`src/rtl/mem_port_arbiter.sv`:
```
// Arbitrates a single-ported fixed-latency memory between instruction fetch (I) and data (D) ports.
// D has priority; an anti-starvation counter hands I the next grant after STARVE_LIMIT D wins.
module mem_port_arbiter #(
  parameter int unsigned LATENCY      = 4,
  parameter int unsigned STARVE_LIMIT = 3
) (
  input  logic        clk,
  input  logic        reset,
  input  logic        i_req,
  input  logic [31:0] i_addr,
  output logic        i_ready,
  output logic        i_valid,
  output logic [31:0] i_rdata,
  input  logic        d_req,
  input  logic        d_we,
  input  logic [31:0] d_addr,
  input  logic [31:0] d_wdata,
  output logic        d_ready,
  output logic        d_valid,
  output logic [31:0] d_rdata,
  output logic        mem_en,
  output logic        mem_we,
  output logic [31:0] mem_addr,
  output logic [31:0] mem_wdata,
  input  logic [31:0] mem_rdata
);

  localparam int unsigned LatW      = $clog2(LATENCY + 1);
  localparam logic [LatW-1:0] LatInit = LatW'(LATENCY);
  localparam logic [3:0] StarveMax  = 4'(STARVE_LIMIT);

  typedef enum logic [1:0] {StIdle, StBusy, StDone} state_e;

  state_e            r_state, w_state_next;
  logic              r_owner_d;
  logic [LatW-1:0]   r_lat_cnt;
  logic [3:0]        r_starve_cnt;
  logic [31:0]       r_addr, r_wdata, r_rdata;
  logic              r_we;
  logic              w_grant_d, w_grant_i, w_last, w_live;

  always_comb begin
    w_grant_d    = 1'b0;
    w_grant_i    = 1'b0;
    w_state_next = r_state;
    w_last       = (r_state == StBusy) && (r_lat_cnt == LatW'(1));
    unique case (r_state)
      StIdle: begin
        if (d_req && !(i_req && (r_starve_cnt == StarveMax))) begin
          w_grant_d = 1'b1;
        end else if (i_req) begin
          w_grant_i = 1'b1;
        end
        if (w_grant_d || w_grant_i) w_state_next = StBusy;
      end
      StBusy: if (w_last) w_state_next = StDone;
      StDone: w_state_next = StIdle;
      default: w_state_next = StIdle;
    endcase
  end

  always_ff @(posedge clk) begin
    if (reset) begin
      r_state      <= StIdle;
      r_owner_d    <= 1'b0;
      r_lat_cnt    <= '0;
      r_starve_cnt <= '0;
      r_addr       <= '0;
      r_wdata      <= '0;
      r_we         <= 1'b0;
      r_rdata      <= '0;
    end else begin
      r_state <= w_state_next;
      if (w_grant_d || w_grant_i) begin
        r_owner_d <= w_grant_d;
        r_addr    <= w_grant_d ? d_addr : i_addr;
        r_wdata   <= w_grant_d ? d_wdata : 32'h0;
        r_we      <= w_grant_d & d_we;
        r_lat_cnt <= LatInit;
        // Only D wins that leave a fetch waiting count toward starvation
        if (w_grant_d && i_req) begin
          r_starve_cnt <= (r_starve_cnt == 4'hF) ? 4'hF : r_starve_cnt + 4'd1;
        end else begin
          r_starve_cnt <= '0;
        end
      end
      if (r_state == StBusy) r_lat_cnt <= r_lat_cnt - LatW'(1);
      if (w_last) r_rdata <= r_we ? 32'h0 : mem_rdata;
    end
  end

  // Outputs are forced low while reset is held so a dying transaction cannot commit a write
  assign w_live    = !reset;
  assign i_ready   = w_live & w_grant_i;
  assign d_ready   = w_live & w_grant_d;
  assign mem_en    = w_live & (r_state == StBusy);
  assign mem_we    = w_live & w_last & r_we;
  assign mem_addr  = w_live ? r_addr : 32'h0;
  assign mem_wdata = w_live ? r_wdata : 32'h0;
  assign i_valid   = w_live & (r_state == StDone) & !r_owner_d;
  assign d_valid   = w_live & (r_state == StDone) & r_owner_d;
  assign i_rdata   = i_valid ? r_rdata : 32'h0;
  assign d_rdata   = d_valid ? r_rdata : 32'h0;

endmodule

```
`config.mk`:
```
export PLATFORM = sky130hd
export DESIGN_NAME = mem_port_arbiter
export DESIGN_NICKNAME = d
export VERILOG_FILES = /design/src/rtl/mem_port_arbiter.sv
export SDC_FILE = /design/constraint.sdc
export NUM_CORES = 1
export LEC_CHECK = 0
export ABC_AREA = 1
export CAP_MARGIN = 15
export CORE_MARGIN = 2
export CORE_UTILIZATION = 44
export DETAILED_ROUTE_END_ITERATION = 8
export GPL_ROUTABILITY_DRIVEN = 0
export PLACE_DENSITY = 0.95
export SKIP_CTS_REPAIR_TIMING = 1
export SYNTH_ARGS = -nofsm -noshare
export SYNTH_HDL_FRONTEND = slang
export SYNTH_SLANG_ARGS = --single-unit
```
`constraint.sdc`:
```
create_clock -name clk -period 2.4 [get_ports clk]
set_input_delay 0.48 -clock clk [delete_from_list [all_inputs] [get_ports clk]]
set_output_delay 0.48 -clock clk [all_outputs]
set_load 0.005 [all_outputs]
```
==> impl_results.rst <==
.. list-table::
   :header-rows: 1

   * - Metric
     - Value
   * - CP Max Fanout
     - 32
   * - Max Clock Freq
     - between 400 and 500 MHz
   * - Number of hold violations in the final report
     - 0
   * - Boundary Pins
     - 267
   * - Number of buffers added by the clock tree synthesis step
     - 9
   * - Part of the power in the clock network
     - 27.4%
   * - IO Port Bufs
     - 266
   * - Final-report setup violation count
     - 0
   * - Switching power share of the total
     - between 30% and 40%
   * - PD cells
     - about 620 nW/um2
   * - Lkg Pwr
     - 3.61 nW
   * - Type of element launching the critical path
     - flop
   * - Clock latency on the worst-skew pair
     - 0.33 ns
   * - Horizontal die dimension
     - 113 um
   * - Max-cap violations
     - 0
   * - Final worst setup slack
     - between 0.08 and 0.09 ns
   * - Ordered list of cells on the worst path
     - nand2_2, nor3_4, inv_2, buf_12, nor2_1, clkdlybuf4s50_1
   * - Starting utilization of the core area
     - 45.5%
   * - Fraction of the cycle the final worst path needs
     - 96.5%
   * - Final Max Slew Viols
     - 0
   * - Kind of end point of the critical path
     - primary output
   * - Met1 wire length
     - 6.31 mm
   * - Period minus WS final
     - 2.32 ns
   * - Post-route DRC
     - 0
   * - Clk pin slew, worst setup/hold paths
     - 0.07 ns
   * - Gate power share
     - about a third
   * - Detailed-routed wire length on met3
     - 1.16 mm
   * - Pre-CTS setup slack
     - -0.0244 ns
   * - Peak ir drop on the vdd network
     - between 300 and 400 uV
   * - Final core occ
     - 72.3%
   * - Maximum cell stage delay along the critical path
     - about 0.51 ns
   * - Post-synthesis sequential area ratio
     - 40.7%
   * - Sequential cell fraction of total power
     - 41.1%
   * - Post-route clock skew
     - 0.00712 ns
   * - Number of H-tree levels
     - 3
   * - Vias per cell
     - 4.85
   * - Total Die Area
     - 12800 um2
   * - Half-perimeter wire length after placement
     - 11.9 mm
   * - Number of global-route vias before repair
     - 5478
   * - Relative max-transition margin
     - 63.4%
   * - Number of antenna violations at the first check in global routing
     - 0
   * - Instance area after placement
     - roughly 8000 um2
   * - Vias after detailed routing
     - around 6000
   * - Leading area contributor after synthesis
     - dfxtp_1
   * - Uppermost routed layer
     - met4
   * - Initial DRC Count
     - 371
   * - Synth Register Bits
     - 107
   * - Synth unique cells
     - 26
   * - Number of rows created at floorplan
     - 39
   * - Start-to-end type of the worst setup path
     - flop to primary output
   * - Slowest cell on the critical path
     - clkdlybuf4s50_1
   * - Warnings, synthesis
     - 0
   * - Detailed-route wire length per cell
     - approximately 13 um
   * - Routed met2 length
     - 8.24 mm
   * - Total grt overflow
     - 0
   * - Net Count, Synth
     - 954
   * - Fillers
     - 859
   * - Wire length of the first global-routing pass
     - around 26 mm
   * - Worst Hold Class
     - flop to flop
   * - Antenna cells
     - 0
   * - Buffer cell driving the clock tree root
     - clkbuf_16
   * - Final ANT Viol Nets
     - 0
   * - Total routing resource utilization after global routing
     - 24.6%
   * - Area overhead of the layout relative to synthesis
     - 59.0%
   * - Die Ht
     - 113 um
   * - Pin slew with the least headroom to its limit
     - 0.548 ns
   * - Detailed Route WL
     - 16.0 mm
   * - Worst Hold Slack
     - 0.474 ns
   * - DRT Pass-1 Iters
     - 5
   * - Synthesized area per cell
     - 6.43 um2
   * - Maximum count of clock buffers along a single path
     - 2
   * - CP Data Arrival Time
     - 1.84 ns
   * - Internal power consumption
     - roughly 0.0036 W
   * - Num Clock Sinks
     - about 110
   * - Floorplan Core Area
     - approximately 12000 um2
   * - CTS tree
     - done
   * - Sw power
     - 0.00162 W
   * - Pin count of the biggest net entering global routing
     - 49
   * - Area contributors post-synth
     - dfxtp_1 41%, nand2_1 20%, nor2_1 9.9%, inv_1 7.9%, o31ai_1 4.4%
   * - Final net count
     - between 1000 and 1500
   * - Netlist area before placement
     - 5260 um2
   * - Share of the synthesized area in the top cell type
     - 40.7%
   * - Finished layout cell area
     - between 8000 and 9000 um2
   * - Status
     - complete, no violations
   * - Data required time at the worst endpoint
     - 1.92 ns
   * - Cell count after synthesis
     - slightly above 800
   * - Ratio of cells with drive above 1 in the final layout
     - 5.62%
-- power groups by stage --
| stage | logic, W | clock network (W) | registers (W) |
|---|---|---|---|
| after global routing | 0.00183 | 0.00154 | 0.00217 |
| after detailed placement | 0.00162 | 0 | 0.00218 |
| after CTS | 0.00163 | 0.00147 | 0.00214 |
| after floorplan | 0.000943 | 0 | 0.00215 |
| after global placement | 0.00158 | 0 | 0.00216 |
| final | 0.00164 | 0.00143 | 0.00215 |
-- Yosys cell counts (all sizes together) --
cell    count
buf        35
nor3        1
nand4      34
nand2     281
clkinv      1
o211ai      1
nand3      38
xor2        1
nor2      140
dfxtp     107
ha          3
o22ai       1
o21ai       5
o31ai      31
clkbuf     17
a21oi       7
inv       115
-- per-layer routing --
metal  vias to the layer above  track usage, %
li1                       2979               -
met1                      2624            28.1
met2                       249            45.5
met3                        26            5.78
met4                         0            6.99
met5                         -               0
-- logic make-up after synthesis --
family	after synthesis	synth area share [%]
buf+inv	168	14.0
xor+xnor	1	0.167
fa+ha+maj	3	0.714
simple gates	494	38.4
compound gates	45	5.92
flops	107	40.7
-- state kept, by name, indices dropped and copies added, names as in the netlist --
register / flops
r_addr: 32
r_rdata: 32
r_wdata: 32
r_starve_cnt: 4
r_lat_cnt: 3
r_state: 2
r_owner_d: 1
r_we: 1
-- path summary, 6_finish.rpt --
| check | from | to | slack, ns | cells past startpoint |
|---|---|---|---|---|
| worst max-delay path | r_owner_d | d_rdata[0] | 0.08 | 6 |
| worst min-delay path | r_rdata[31] | r_rdata[31] | 0.47 | 2 |
| worst max register to register | r_starve_cnt[0] | r_addr[28] | 0.45 | 11 |
| worst min register to register | r_rdata[31] | r_rdata[31] | 0.47 | 2 |
-- stage by stage --
step                      power [W]  instances   TNS, ns
after CTS                   0.00524       1208     -3.17
after detailed placement    0.00380       1194   -0.0244
after floorplan             0.00310        818         0
after global routing        0.00554       1211  -0.00218
after global placement      0.00375       1194         0
final                       0.00522       1211         0
-- area by class of cell --
type	count	area (um2)	area share, %
clock buffers	10	229	2.74
clock inverters	4	52.6	0.628
inverters	116	435	5.21
multi-input cells	543	2420	28.9
flip-flops and latches	107	2150	25.7
well taps	143	179	2.14
repair buffers	288	2900	34.7
-- cell usage in the layout (no fill, tap or decap), types with 9 or more instances in the layout --
cell / netlist / routed
o31ai_1: 31 / 31
inv_1: 110 / 108
nand2_1: 278 / 277
nor2_1: 138 / 134
dfxtp_1: 107 / 104
clkdlybuf4s50_1: 0 / 259
nand3_1: 37 / 37
nand4_1: 33 / 33
clkbuf_16: 0 / 9
buf_4: 3 / 18
-- critical path, delay by kind of cell, from the launching register on --
| kind | cells | cell delay, ns |
|---|---|---|
| buffers and inverters | 3 | 0.73 |
| flip-flops | 1 | 0.35 |
| AND/OR/NAND/NOR | 3 | 0.40 |
(Power assumes the default switching activity.)
